**src/rtl/acc_ctrl_fsm.sv**
```systemverilog
// Multi-cycle control FSM for the 16-bit accumulator core: sequences IDLE/FETCH/DECODE/EXEC/WB/HALT.
// Define ACC_CTRL_ILLEGAL_TRAP_EN to make opcodes B-E trap into HALT instead of executing as NOP.
module acc_ctrl_fsm #(
    parameter int OPC_W = 4,
    parameter int PC_W  = 5,
    parameter int CNT_W = 16
) (
    input  logic             clk,
    input  logic             rst,
    input  logic [15:0]      instr,
    input  logic             zf,
    output logic [7:0]       cw,
    output logic             j,
    output logic             ir_ld,
    output logic             retire,
    output logic             halted,
    output logic             illegal,
    output logic [2:0]       state,
    output logic [CNT_W-1:0] icount
);

    typedef enum logic [2:0] {
        S_IDLE   = 3'd0,
        S_FETCH  = 3'd1,
        S_DECODE = 3'd2,
        S_EXEC   = 3'd3,
        S_WB     = 3'd4,
        S_HALT   = 3'd5
    } state_t;

    localparam logic [OPC_W-1:0] OP_NOP = OPC_W'(4'h0);
    localparam logic [OPC_W-1:0] OP_LDA = OPC_W'(4'h1);
    localparam logic [OPC_W-1:0] OP_LDI = OPC_W'(4'h2);
    localparam logic [OPC_W-1:0] OP_STA = OPC_W'(4'h3);
    localparam logic [OPC_W-1:0] OP_ADD = OPC_W'(4'h4);
    localparam logic [OPC_W-1:0] OP_SUB = OPC_W'(4'h5);
    localparam logic [OPC_W-1:0] OP_AND = OPC_W'(4'h6);
    localparam logic [OPC_W-1:0] OP_OR  = OPC_W'(4'h7);
    localparam logic [OPC_W-1:0] OP_JMP = OPC_W'(4'h8);
    localparam logic [OPC_W-1:0] OP_JZ  = OPC_W'(4'h9);
    localparam logic [OPC_W-1:0] OP_JNZ = OPC_W'(4'hA);
    localparam logic [OPC_W-1:0] OP_HLT = OPC_W'(4'hF);

    localparam logic [2:0] ALU_PASS = 3'b000;
    localparam logic [2:0] ALU_ADD  = 3'b001;
    localparam logic [2:0] ALU_SUB  = 3'b010;
    localparam logic [2:0] ALU_AND  = 3'b011;
    localparam logic [2:0] ALU_OR   = 3'b100;

`ifdef ACC_CTRL_ILLEGAL_TRAP_EN
    localparam bit TRAP_EN = 1'b1;
`else
    localparam bit TRAP_EN = 1'b0;
`endif

    state_t           state_reg, state_next;
    logic [15:0]      ir_reg;
    logic [CNT_W-1:0] icount_reg;
    logic [OPC_W-1:0] opc;

    logic is_alu, is_sta, is_jump, is_hlt, is_bad, jump_taken;
    logic alu_src_dec;
    logic [2:0] alu_op_dec;

    logic acc_ld, dm_we, alu_src, pc_ld, pc_inc;
    logic [2:0] alu_op;

    // Operand/target bits are consumed by the datapath from its own copy of the word.
    logic                  unused_ir_low;
    logic [PC_W-1:0]       unused_jump_target;
    assign unused_ir_low      = ^ir_reg[15-OPC_W:0];
    assign unused_jump_target = ir_reg[PC_W-1:0];

    assign opc = ir_reg[15 -: OPC_W];

    // Opcode classification, from the registered IR only
    always_comb begin
        is_alu      = 1'b0;
        is_sta      = 1'b0;
        is_jump     = 1'b0;
        is_hlt      = 1'b0;
        is_bad      = 1'b0;
        alu_src_dec = 1'b0;
        alu_op_dec  = ALU_PASS;
        case (opc)
            OP_NOP: ;
            OP_LDA: is_alu = 1'b1;
            OP_LDI: begin
                is_alu      = 1'b1;
                alu_src_dec = 1'b1;
            end
            OP_STA: is_sta = 1'b1;
            OP_ADD: begin
                is_alu     = 1'b1;
                alu_op_dec = ALU_ADD;
            end
            OP_SUB: begin
                is_alu     = 1'b1;
                alu_op_dec = ALU_SUB;
            end
            OP_AND: begin
                is_alu     = 1'b1;
                alu_op_dec = ALU_AND;
            end
            OP_OR: begin
                is_alu     = 1'b1;
                alu_op_dec = ALU_OR;
            end
            OP_JMP, OP_JZ, OP_JNZ: is_jump = 1'b1;
            OP_HLT: is_hlt = 1'b1;
            default: is_bad = 1'b1;
        endcase
    end

    // zf is the only live input that reaches cw, and only in EXEC of a jump
    assign jump_taken = (opc == OP_JMP) ||
                        ((opc == OP_JZ)  &&  zf) ||
                        ((opc == OP_JNZ) && !zf);

    always_ff @(posedge clk) begin
        if (rst) begin
            state_reg <= S_IDLE;
        end else begin
            state_reg <= state_next;
        end
    end

    always_comb begin
        state_next = state_reg;
        case (state_reg)
            S_IDLE:   state_next = S_FETCH;
            S_FETCH:  state_next = S_DECODE;
            S_DECODE: begin
                if (is_hlt || (TRAP_EN && is_bad)) begin
                    state_next = S_HALT;
                end else begin
                    state_next = S_EXEC;
                end
            end
            S_EXEC:   state_next = is_alu ? S_WB : S_FETCH;
            S_WB:     state_next = S_FETCH;
            S_HALT:   state_next = S_HALT;
            default:  state_next = S_IDLE;
        endcase
    end

    always_comb begin
        acc_ld  = 1'b0;
        dm_we   = 1'b0;
        alu_src = 1'b0;
        alu_op  = ALU_PASS;
        pc_ld   = 1'b0;
        pc_inc  = 1'b0;
        ir_ld   = 1'b0;
        retire  = 1'b0;
        halted  = 1'b0;
        case (state_reg)
            S_IDLE: ;
            S_FETCH: begin
                ir_ld  = 1'b1;
                pc_inc = 1'b1;
            end
            S_DECODE: retire = is_hlt;
            S_EXEC: begin
                if (is_alu) begin
                    alu_src = alu_src_dec;
                    alu_op  = alu_op_dec;
                end else if (is_sta) begin
                    dm_we  = 1'b1;
                    retire = 1'b1;
                end else if (is_jump) begin
                    pc_ld  = jump_taken;
                    retire = 1'b1;
                end else begin
                    retire = 1'b1;
                end
            end
            S_WB: begin
                acc_ld  = 1'b1;
                alu_src = alu_src_dec;
                alu_op  = alu_op_dec;
                retire  = 1'b1;
            end
            S_HALT: halted = 1'b1;
            default: ;
        endcase
    end

    assign cw    = {acc_ld, dm_we, alu_src, alu_op, pc_ld, pc_inc};
    assign j     = pc_ld;
    assign state = state_reg;

    always_ff @(posedge clk) begin
        if (rst) begin
            ir_reg     <= '0;
            icount_reg <= '0;
        end else begin
            if (state_reg == S_FETCH) begin
                ir_reg <= instr;
            end
            if (retire) begin
                icount_reg <= icount_reg + CNT_W'(1);
            end
        end
    end

    assign icount = icount_reg;

`ifdef ACC_CTRL_ILLEGAL_TRAP_EN
    logic illegal_reg;

    always_ff @(posedge clk) begin
        if (rst) begin
            illegal_reg <= 1'b0;
        end else if (state_reg == S_DECODE && is_bad) begin
            illegal_reg <= 1'b1;
        end
    end

    assign illegal = illegal_reg;
`else
    assign illegal = 1'b0;
`endif

endmodule

```
**config.mk**
```make
export PLATFORM = sky130hd
export DESIGN_NAME = acc_ctrl_fsm
export DESIGN_NICKNAME = d
export VERILOG_FILES = /design/src/rtl/acc_ctrl_fsm.sv
export SDC_FILE = /design/constraint.sdc
export NUM_CORES = 1
export LEC_CHECK = 0
export ABC_AREA = 1
export BUFFER_PORTS_ARGS = -buffer_cell sky130_fd_sc_hd__buf_2
export CAP_MARGIN = 20
export CORE_MARGIN = 2
export CORE_UTILIZATION = 49
export CTS_CLUSTER_DIAMETER = 30
export CTS_CLUSTER_SIZE = 20
export DETAILED_ROUTE_END_ITERATION = 16
export PLACE_DENSITY = 0.81
export SYNTH_ARGS = -nofsm -noshare
export SYNTH_HDL_FRONTEND = slang
export SYNTH_SLANG_ARGS = --single-unit
export TNS_END_PERCENT = 5
```
**constraint.sdc**
```tcl
create_clock -name clk -period 1.6 [get_ports clk]
set_input_delay 0.32 -clock clk [delete_from_list [all_inputs] [get_ports clk]]
set_output_delay 0.32 -clock clk [all_outputs]
set_load 0.005 [all_outputs]
```
==> flow_metrics.env <==
export IMPL_hp_class="in2reg"
export IMPL_finalWirelength_um=3378
export IMPL_crit_top_cell="nand2_2"
export IMPL_drtAntennaViolNets=0
export IMPL_power_density_nw_per_um2=595.6
export IMPL_finish_utilization_pct=66.58
export IMPL_cts_sinks=23
export IMPL_drive_above_1_share_pct=41.67
export IMPL_dpl_cell_area_sq_um=1642
export IMPL_clk_latency_ns=0.31
export IMPL_ir_drop_uv=424.4
export IMPL_p_leak_nw=0.7571
export IMPL_synth_area_leaders="dfxtp_1 32%, nand2_1 10%, a21oi_2 8.5%, nand3_1 8.3%, nor2_1 7.6%"
export IMPL_hold_viol=0
export IMPL_io_buffer_count=37
export IMPL_fmax_ghz=0.6079
export IMPL_period_needed_ns=1.645
export IMPL_core_area_sq_um=2781
export IMPL_ys_seq_area_share_pct=31.94
export IMPL_holdPathEnd="ir_reg[13]"
export IMPL_die_w_um=58.24
export IMPL_rr_worst_depth=8
export IMPL_die_h_um=58.24
export IMPL_synth_edff_count=0
export IMPL_cts_buffer_depth=2
export IMPL_crit_fanout=7
export IMPL_required_ns=1.28
export IMPL_status="finished, violations left"
export IMPL_clk_pin_slew_ns=0.13
export IMPL_drc=0
export IMPL_first_pass_iters=4
export IMPL_critical_path_max_stage_delay_ns=0.41
export IMPL_die_area_sq_um=3391
export IMPL_wl_per_cell_um=11.94
export IMPL_syn_num_nets=225
export IMPL_grt_pass1_wl_um=5223
export IMPL_ys_warn_count=0
export IMPL_synth_top_area_share_pct=31.94
export IMPL_first_global_vias=1243
export IMPL_post_route_period_util_pct=102.8
export IMPL_ctsHtreeMaxLevel=1
export IMPL_vias=1489
export IMPL_synthTopCellsByCount="39 x nand2_1, 29 x nor2_1, 24 x nand3_1"
export IMPL_row_count=19
export IMPL_setup_violations=8
export IMPL_cts_inserted_buffers=3
export IMPL_final_nets=273
export IMPL_viasPerCell=5.261
export IMPL_crit_chain="inv_4, nand2_2, nand2_2, nand2_2, nand2_4, nand2_8, nand2_8, buf_6"
export IMPL_grt_max_degree=15
export IMPL_crit_buf_inv=2
export IMPL_r2r_end="icount[12]"
export IMPL_cp_top_family="simple AND/OR/NAND/NOR gates"
export IMPL_async_flop_share_pct=0
export IMPL_r2r_start="icount[0]"
export IMPL_synth_area_per_cell_sq_um=7.031
export IMPL_startpoint_type="flip-flop"
export IMPL_cts_tree="done"
export IMPL_worstHoldStart="instr[13]"
export IMPL_syn_inst=205
export IMPL_hpwl_um=2451
export IMPL_areaGrowthSynthToFinish_pct=28.47
export IMPL_grt_overflow_total=0
export IMPL_n_antenna_cell=0
export IMPL_gp_congestion=0.8168
export IMPL_clock_skew_ns=0.004410
export IMPL_crit_slowest_cell="dfxtp_4"
export IMPL_violations="setup timing"
export IMPL_cap_violations=0
export IMPL_cp_arrival_ns=1.33
export IMPL_syn_area_sq_um=1441
export IMPL_ios=51
export IMPL_start_util_pct=51.82
export IMPL_ys_ff_latch=23
export IMPL_slew_viol_final=0
export IMPL_design_area_sq_um=1852
export IMPL_cts_root_buf="clkbuf_4"
export IMPL_synth_top_area_cell="dfxtp_1"
export IMPL_synth_ff_type="dfxtp_1"
export IMPL_min_path_cells=3
export IMPL_grt_setup_unrepaired="yes"
export IMPL_reg2reg_slack_ns=0.12
export IMPL_yosysUniqueCellTypes=27
export IMPL_crit_path_end_kind="output pin"
export IMPL_antenna_found_initial=0
export IMPL_crit_type="reg2out"
export IMPL_synth_most_common_cell="nand2_1"
export IMPL_largest_reg_flops=16
export IMPL_drt_iter0_drc=58
export IMPL_n_fill_cell=251
export IMPL_setup_slack_ns=-0.04507
export IMPL_grt_util_all_layers_pct=19.76
==> stage by stage <==
step	setup WS, ns	TNS, ns	total power, W	hold WS (ns)	instances
floorplan	0.01258	0	0.0007408	0.3824	205
global placement	0.06643	0	0.0007768	0.5142	269
detailed placement	0.02818	0	0.0007812	0.5199	269
CTS	-0.1367	-0.7161	0.001074	0.2834	277
global route	-0.1251	-0.8801	0.001156	0.3100	283
finish	-0.04507	-0.2042	0.001103	0.2929	283
==> layer usage <==
metal  vias to the layer above  share of wire, %  GRT usage, %
li1                        763                 -             -
met1                       683                44         22.96
met2                        41                50         37.34
met3                         2               5.3         2.679
met4                         0              0.44         5.648
met5                         -                 0             0
==> worst max path at each step <==
stage | slack [ns] | to | depth (start not counted) | startpoint
finish | -0.05 | retire | 8 | ir_reg[12]
global route | -0.13 | cw[1] | 6 | state[2]
CTS | -0.14 | cw[1] | 6 | state[2]
detailed placement | 0.03 | cw[1] | 5 | state[0]
global placement | 0.07 | j | 5 | state[0]
floorplan | 0.01 | cw[1] | 5 | state[0]
==> placed cells by master, fill, tap and decap left out, drive strengths merged <==
master  instances
nand2          52
o211ai          1
xnor2           1
o21ai           8
nor4            3
nand3          24
a21oi          25
nor2           30
nand4           4
ha              1
buf            53
nor3            3
inv            18
o21a            1
conb            1
clkbuf          4
dfxtp          23
==> worst register-to-register path: cells and delay by family, from the launching register on <==
kind / cells / cell delay (ns)
fa+ha+maj: 1 / 0.27
simple gates: 5 / 0.58
flops: 1 / 0.43
compound gates: 1 / 0.04
buf+inv: 1 / 0.06
==> layout make-up <==
cell class / instances / area (sq um) / area share (%)
timing repair buffer: 53 / 340.3 / 18.38
multi-input combinational: 154 / 890.9 / 48.11
tap: 31 / 38.79 / 2.095
inverter: 18 / 75.07 / 4.054
clock buffer: 4 / 26.28 / 1.419
sequential: 23 / 480.5 / 25.95
==> power breakdown <==
part	internal (W)	switching, W	leakage [nW]
sequential	0.000590	0.0000313	0.190
clock	0.0000972	0.000179	0.0150
combinational	0.0000867	0.000119	0.552
total	0.000774	0.000329	0.757
==> what timing repair did <==
item,CTS,global route
setup endpoints to repair,9,11
endpoints found under the hold margin,0,0
pin swaps,3,7
setup buffers,4,6
gates resized for setup,17,17
hold buffers,0,0
==> logic make-up (layout without fill, tap and decap cells) <==
kind of cell,after synthesis,count (layout),share of synthesized area (%)
AND/OR/NAND/NOR,116,116,38.19
XOR/XNOR,1,1,0.6077
adder cells (fa/ha/maj),1,1,0.8679
buffers and inverters,28,75,11.20
other,1,1,0.2602
AO/OA/AOI/OAI,35,35,16.93
flip-flops,23,23,31.94
Note: power is estimated with default switching activity, not from simulation.
